--- config.mk ---
export PLATFORM = sky130hd
export DESIGN_NAME = matx_loader
export DESIGN_NICKNAME = d
export VERILOG_FILES = /design/src/rtl/matx_loader.sv
export SDC_FILE = /design/constraint.sdc
export NUM_CORES = 1
export LEC_CHECK = 0
export ABC_AREA = 1
export BUFFER_PORTS_ARGS = -buffer_cell sky130_fd_sc_hd__buf_4
export CAP_MARGIN = 0
export CORE_ASPECT_RATIO = 0.7
export CORE_MARGIN = 2
export CORE_UTILIZATION = 61
export CTS_BUF_LIST = sky130_fd_sc_hd__clkbuf_4 sky130_fd_sc_hd__clkbuf_8 sky130_fd_sc_hd__clkbuf_16
export DETAILED_ROUTE_END_ITERATION = 10
export GPL_ROUTABILITY_DRIVEN = 0
export PLACE_DENSITY = 0.9
export SLEW_MARGIN = 20
export SYNTH_ARGS = -nofsm -noshare
export SYNTH_HDL_FRONTEND = slang
export SYNTH_SLANG_ARGS = --single-unit
--- constraint.sdc ---
create_clock -name clk -period 2.6 [get_ports clk]
set_input_delay 0.39 -clock clk [delete_from_list [all_inputs] [get_ports clk]]
set_output_delay 0.39 -clock clk [all_outputs]
set_load 0.05 [all_outputs]
--- src/rtl/matx_loader.sv ---
// matx_loader: scans the sector buffer for "MATX_TAG" and parses 32 hex entries
// into the matrix store, one byte every two clocks (address, then evaluate).
module matx_loader #(
  parameter int ADDR_W    = 9,
  parameter int N_ENTRIES = 32
) (
  input  logic              clk,
  input  logic              reset_n,
  input  logic              start,
  output logic              ram_en,
  output logic [ADDR_W-1:0] ram_addr,
  input  logic [7:0]        ram_dout,
  output logic              mat_we,
  output logic [4:0]        mat_addr,
  output logic [7:0]        mat_data,
  output logic              busy,
  output logic              done,
  output logic              error
);
  localparam logic [2:0] S_IDLE = 3'd0;
  localparam logic [2:0] S_RD   = 3'd1;
  localparam logic [2:0] S_EVAL = 3'd2;
  localparam logic [2:0] S_DONE = 3'd3;
  localparam logic [2:0] S_ERR  = 3'd4;
  localparam logic [1:0] P_TAG  = 2'd0;
  localparam logic [1:0] P_SEP  = 2'd1;
  localparam logic [1:0] P_LO   = 2'd2;
  localparam logic [63:0] TAG   = "MATX_TAG";
  logic [2:0]        state_q, state_d;
  logic [ADDR_W-1:0] addr_q, addr_d;
  logic [2:0]        idx_q, idx_d;
  logic [1:0]        phase_q, phase_d;
  logic [5:0]        cnt_q, cnt_d;
  logic [3:0]        hi_q, hi_d;
  logic              we_q, we_d;
  logic [4:0]        maddr_q, maddr_d;
  logic [7:0]        mdata_q, mdata_d;
  logic              done_q, done_d;
  logic              err_q, err_d;
  logic [7:0]        tag_ch;
  logic              is_dig, is_hex, is_sep, fin, bad;
  logic [3:0]        nib;
  logic [5:0]        cnt_inc;
  assign tag_ch   = TAG[{~idx_q, 3'b000} +: 8];
  assign is_dig   = ram_dout >= 8'h30 && ram_dout <= 8'h39;
  assign is_hex   = is_dig || (ram_dout >= 8'h41 && ram_dout <= 8'h46) ||
                    (ram_dout >= 8'h61 && ram_dout <= 8'h66);
  assign is_sep   = ram_dout == 8'h0D || ram_dout == 8'h0A;
  assign nib      = is_dig ? ram_dout[3:0] : ram_dout[3:0] + 4'd9;
  assign cnt_inc  = cnt_q + 6'd1;
  assign ram_en   = state_q == S_RD;
  assign ram_addr = addr_q;
  assign busy     = state_q == S_RD || state_q == S_EVAL;
  assign mat_we   = we_q;
  assign mat_addr = maddr_q;
  assign mat_data = mdata_q;
  assign done     = done_q;
  assign error    = err_q;
  always_comb begin
    state_d = state_q;
    addr_d  = addr_q;
    idx_d   = idx_q;
    phase_d = phase_q;
    cnt_d   = cnt_q;
    hi_d    = hi_q;
    we_d    = 1'b0;
    maddr_d = maddr_q;
    mdata_d = mdata_q;
    done_d  = done_q;
    err_d   = err_q;
    fin     = 1'b0;
    bad     = 1'b0;
    case (state_q)
      S_IDLE: if (start) begin
        state_d = S_RD;
        addr_d  = '0;
        idx_d   = '0;
        phase_d = P_TAG;
        cnt_d   = '0;
        done_d  = 1'b0;
        err_d   = 1'b0;
      end
      S_RD: state_d = S_EVAL;
      S_EVAL: begin
        case (phase_q)
          P_TAG: begin
            // a mismatching "M" may itself be the start of the real tag
            idx_d   = ram_dout == tag_ch ? idx_q + 3'd1 : {2'b00, ram_dout == 8'h4D};
            phase_d = ram_dout == tag_ch && idx_q == 3'd7 ? P_SEP : P_TAG;
          end
          P_SEP: begin
            bad     = !is_hex && !is_sep;
            hi_d    = is_hex ? nib : hi_q;
            phase_d = is_hex ? P_LO : P_SEP;
          end
          default: begin
            bad = !is_hex;
            if (is_hex) begin
              we_d    = 1'b1;
              maddr_d = cnt_q[4:0];
              mdata_d = {hi_q, nib};
              cnt_d   = cnt_inc;
              fin     = cnt_inc == 6'(N_ENTRIES);
              phase_d = P_SEP;
            end
          end
        endcase
        if (fin) begin
          state_d = S_DONE;
          done_d  = 1'b1;
        end else if (bad || addr_q == '1) begin
          state_d = S_ERR;
          err_d   = 1'b1;
        end else begin
          addr_d  = addr_q + 1'b1;
          state_d = S_RD;
        end
      end
      default: state_d = S_IDLE;
    endcase
  end
  always_ff @(posedge clk or negedge reset_n) begin
    if (!reset_n) begin
      state_q <= S_IDLE;
      addr_q  <= '0;
      idx_q   <= '0;
      phase_q <= P_TAG;
      cnt_q   <= '0;
      hi_q    <= '0;
      we_q    <= 1'b0;
      maddr_q <= '0;
      mdata_q <= '0;
      done_q  <= 1'b0;
      err_q   <= 1'b0;
    end else begin
      state_q <= state_d;
      addr_q  <= addr_d;
      idx_q   <= idx_d;
      phase_q <= phase_d;
      cnt_q   <= cnt_d;
      hi_q    <= hi_d;
      we_q    <= we_d;
      maddr_q <= maddr_d;
      mdata_q <= mdata_d;
      done_q  <= done_d;
      err_q   <= err_d;
    end
  end
endmodule
# Yosys cells after proc, flatten, opt, wreduce, memory -nomap -nowiden
# Index checks and enable logic that the tools add are counted.
[op_classes]
add_sub_neg = 4
n_lt_le_gt_ge = 6
eq_ne = 19
shift = 1
muxes = 37
n_bitwise = 2
reduce_logical = 24
[ops]
columns = ["operator", "n"]
rows = [
  ["64-bit by 7-bit indexed part select with 8-bit output, first input constant", 1],
  ["9-bit 2-to-1 mux", 3],
  ["3-bit 2-to-1 mux", 6],
  ["6-bit 2-to-1 mux", 3],
  ["9-bit case mux with 2 select lines", 1],
  ["8-bit by 4-bit equality test with 1-bit output, second input constant", 2],
  ["8-bit by 7-bit greater-or-equal comparator with 1-bit output, second input constant", 2],
  ["8-bit by 7-bit less-or-equal comparator with 1-bit output, second input constant", 2],
  ["3-bit AND reduction", 5],
  ["1-bit 2-to-1 mux", 12],
  ["6-bit case mux with 2 select lines", 1],
  ["4-bit AND reduction", 3],
  ["2-bit inequality test, second input constant", 5],
  ["9-bit by 1-bit adder with 9-bit output, second input constant", 1],
  ["9-bit equality test, second input constant", 1],
  ["3-bit case mux with 3 select lines", 1],
  ["8-bit by 7-bit equality test with 1-bit output, second input constant", 1],
  ["8-bit equality test", 1],
  ["8-bit by 6-bit greater-or-equal comparator with 1-bit output, second input constant", 1],
  ["8-bit by 6-bit less-or-equal comparator with 1-bit output, second input constant", 1],
  ["2-bit case mux with 2 select lines", 2],
  ["6-bit by 1-bit adder with 6-bit output, second input constant", 1],
  ["6-bit equality test, second input constant", 1],
  ["2-bit 2-to-1 mux", 3],
  ["other kinds (20)", 33],
]
[word_totals]
reg_bits = 43
input_bits = 11
out_inout_bits = 27
word_cells = 104

# Logic depth before layout (Yosys ltp)
[logic_depth]
ltp_word = 12
depth_mapped = 14
ltp_nobuf = 14

# Least setup slack after synthesis
# OpenSTA, ideal clock, no wires.
[synth_timing]
kind = "register to output"
startpoint = "reg state_q[1]"
endpoint = "out busy"
arrival_time_ns = 2.068
setup_slack_ns = 0.142
path_stages_with_launch = 4
path_buffers = 0
cell_sequence = "dfrtp_1 > nor3_1 > inv_1 > nand2_1"
[synth_between]
elab_chain_len = 2
[synth_lines]
columns = ["item", "line", "text"]
rows = [
  ["start: declaration", "29", "logic [2:0] state_q, state_d;"],
  ["start signal: assignment", "136", "state_q <= state_d;"],
  ["3-bit by 1-bit equality test with 1-bit output", "n/a", ""],
  ["net ram_en", "10", "output logic ram_en,"],
  ["1-bit logical OR", "53", "assign busy = state_q == S_RD || state_q == S_EVAL;"],
  ["end: declaration", "16", "output logic busy,"],
]
# The timed path passes the listed nets, and every way through them passes these cells.

# Final worst setup path
[layout_timing]
startpoint = "reg idx_q[0]"
endpoint = "reg idx_q[1]"
[layout_between]
elab_chain_len = 6
[layout_lines]
columns = ["item", "line", "text"]
rows = [
  ["start: declaration", "31", "logic [2:0] idx_q, idx_d;"],
  ["start signal: assignment", "138", "idx_q <= idx_d;"],
  ["3-bit inverter", "44", "assign tag_ch = TAG[{~idx_q, 3'b000} +: 8];"],
  ["64-bit by 7-bit indexed part select with 8-bit output", "44", ""],
  ["8-bit equality test", "88", "idx_d = ram_dout == tag_ch ? idx_q + 3'd1 : {2'b00, ram_dout == 8'h4D};"],
  ["3-bit 2-to-1 mux (*)", "88", ""],
  ["3-bit 2-to-1 mux (*)", "85", "case (phase_q)"],
  ["3-bit case mux with 2 select lines (*)", "73", "case (state_q)"],
]
# Mark *: on every way between the ends. The rest lies on a longest branch, timed or not. The select of a mux whose other input is x is not followed.
# A chain may end at the register's enable or synchronous reset.

==> out/metrics.csv <==
metric;value;unit
status;complete, no violations;
hold buffer count at CTS;0;
Clock Latency Late Sink;0.29;ns
antenna violations before repair;0;
width of the die;81.5;um
total net switching power;0.000681;W
power share of the sequential group;37.6;%
vias;2175;
total die area;4740;um^2
total CTS buffers;5;
CTS tree;built;
Multi-input gate area;1340;um^2
global route hottest layer;met2;
RSZ-0062 raised after global routing;no;
largest area contributor in the netlist;dfrtp_1;
CTS root buffer;clkbuf_8;
synth cell count leaders;nand2_1, dfrtp_1, nor2_1, inv_1, nand3_1;
initial core utilization;64.5;%
#FFs+latches synth;43;
CP arrival;2.17;ns
Syn Nets;348;
final critical-path share of the clock period;75.2;%
vias in the first global route;2014;
filler instances;283;
diodes inserted;0;
Worst-Margin Slew;0.527;ns
register area share after synthesis;42.0;%
Min Hold Slack;0.0630;ns
worst-path fanout max;5;
Cell Area, Synth;2560;um^2
I/O pins;38;
top-count cell post-synth;nand2_1;
CTS sink count;43;
global route total overflow;0;
Final setup viols;0;
placed wire-length estimate;3950;um
fmax;0.512;GHz
switching part of the total power;35.4;%
CP Data Required Time;2.82;ns
setup tns final;0;ns
Iter 0 DRT Violations;120;
CTS Buffer Depth;2;
Synth cell types;32;
Avg Cell Area, Syn;7.91;um^2
Placed Cells;410;
endpoints failing hold;0;
Total Wirelength;5300;um
Routed WL per cell;12.7;um
Main synth FF type;dfrtp_1;
post-route ant nets;0;
Clk pin slew, worst setup/hold paths;0.08;ns
Hold Path Class;input port to async pin;
# DRC;0;
Site Rows;19;
final worst slack;0.646;ns
buffers added on ports;37;
Max-Cap Viols;0;
Final Net Count;389;
Post-synth EDFFs;0;
H-tree Lvls;2;
crit path kind;register to register;
CTS resizes;0;
total core area;3970;um^2
pin count of the biggest net entering global routing;44;
Max IR drop VDD;0.471;mV
Leakage;1.66;nW
internal power;0.00124;W
clock power share;32.3;%
Layout Skew;0.00200;ns
first-pass GRT wire length;8980;um
Gate power share;30.1;%
ys async rst share;100;%
setup bufs post-CTS;0;
Mapped Cells;324;
layout cells sized above 1;23.0;%
post-synth top area share;42.0;%
dominant cells by area after synthesis;dfrtp_1, nand2_1, ha_1;
Period minus WS final;1.95;ns
Yosys warning total;0;
CP endpoint kind;register;
Global Route met3 Usage;5.45;%
GRT met2 Usage;37.9;%
met1 GRT Util;35.6;%
type of origin of the critical path;register;
Pwr Density;636;nW/um^2
overall routing resource usage;24.6;%
FF/Latch Area;1080;um^2
number of detailed-route iterations in the first pass;4;
max-slew violation count;0;
Area Growth Syn to Fin;18.2;%
Die Span Y;58.2;um
Final Non-Filler Cells;418;
Setup WS pre-CTS;0.662;ns
Vias/cell;5.20;
relative slew slack;64.9;%
[flip-flops by register name (all words and copies together) (netlist names)]
name      count
error         1
mat_addr      5
hi_q          4
phase_q       2
state_q       3
cnt_q         6
ram_addr      9
idx_q         3
mat_data      8
mat_we        1
done          1
[logic make-up after synthesis]
kind of cell | Yosys count | share of synthesized area [%]
compound gates | 26 | 5.37
xor+xnor | 12 | 4.10
fa+ha+maj | 13 | 6.35
buf+inv | 38 | 5.91
flops | 43 | 42.0
simple gates | 192 | 36.3
[path summary, 6_finish.rpt]
kind                                to  slack, ns      from  cells after the start
max                           idx_q[1]       0.65  idx_q[0]                     10
min                        mat_data[5]       0.06   reset_n                      1
max reg2reg                   idx_q[1]       0.65  idx_q[0]                     10
min reg2reg                mat_data[6]       0.48   hi_q[2]                      2
max in group asynchronous        error       2.17   reset_n                      1
min in group clk           mat_data[6]       0.48   hi_q[2]                      2
[metrics by stage]
step	instance area, um^2	utilization, %	total power (W)
6_report	3030	76.3	0.00192
5_1_grt	3030	76.3	0.00202
4_1_cts	3030	76.3	0.00193
3_5_place_dp	2890	72.8	0.00131
3_3_place_gp	2890	72.8	0.00130
2_1_floorplan	2560	-	0.00116
[critical path, cell delays in order, from the launching register on]
cell	delay (ns)
dfrtp_1	0.43
inv_1	0.09
ha_1	0.35
o21ai_0	0.21
xor2_1	0.16
nand2_1	0.07
nor2_1	0.18
nand2_1	0.10
nor2_1	0.14
nand2_1	0.07
o21ai_0	0.07
[metal layers]
layer,up-vias,share of wire [%]
li1,1108,-
met1,1010,48
met2,53,47
met3,4,5.0
met4,0,0.51
met5,-,0
[cells in the final DEF (no fill, tap or decap)]
cell / instances
a21oi_1: 3
a31oi_1: 1
and3_1: 1
buf_4: 38
bufinv_16: 2
clkbuf_4: 1
clkbuf_8: 5
dfrtp_1: 43
ha_1: 13
inv_1: 26
inv_2: 7
inv_4: 1
nand2_1: 98
nand2_2: 16
nand2_4: 4
nand2_8: 2
nand3_1: 22
nand3_2: 4
nand3b_1: 1
nand4_1: 6
nor2_1: 29
nor2_2: 1
nor2_4: 2
nor3_1: 4
nor3_2: 1
nor3b_1: 1
o211ai_1: 1
o21a_1: 1
o21ai_0: 13
o21ai_1: 6
o22ai_1: 1
xnor2_1: 2
xor2_1: 10
[area by class of cell]
class	instances	area share, %
inverter	34	4.30
tap	52	2.15
clock inverter	2	1.98
timing repair buffer	38	9.42
multi-input combinational	243	44.1
clock buffer	6	2.52
sequential	43	35.5
[power by group through the flow]
| stage | Clock [W] | Combinational [W] | Sequential [W] |
|---|---|---|---|
| 2_1_floorplan | 0 | 0.000391 | 0.000769 |
| 3_3_place_gp | 0 | 0.000569 | 0.000735 |
| 3_5_place_dp | 0 | 0.000578 | 0.000737 |
| 4_1_cts | 0.000627 | 0.000583 | 0.000724 |
| 6_report | 0.000622 | 0.000579 | 0.000723 |
| 5_1_grt | 0.000655 | 0.000634 | 0.000727 |
Note: power is estimated with default switching activity, not from simulation.
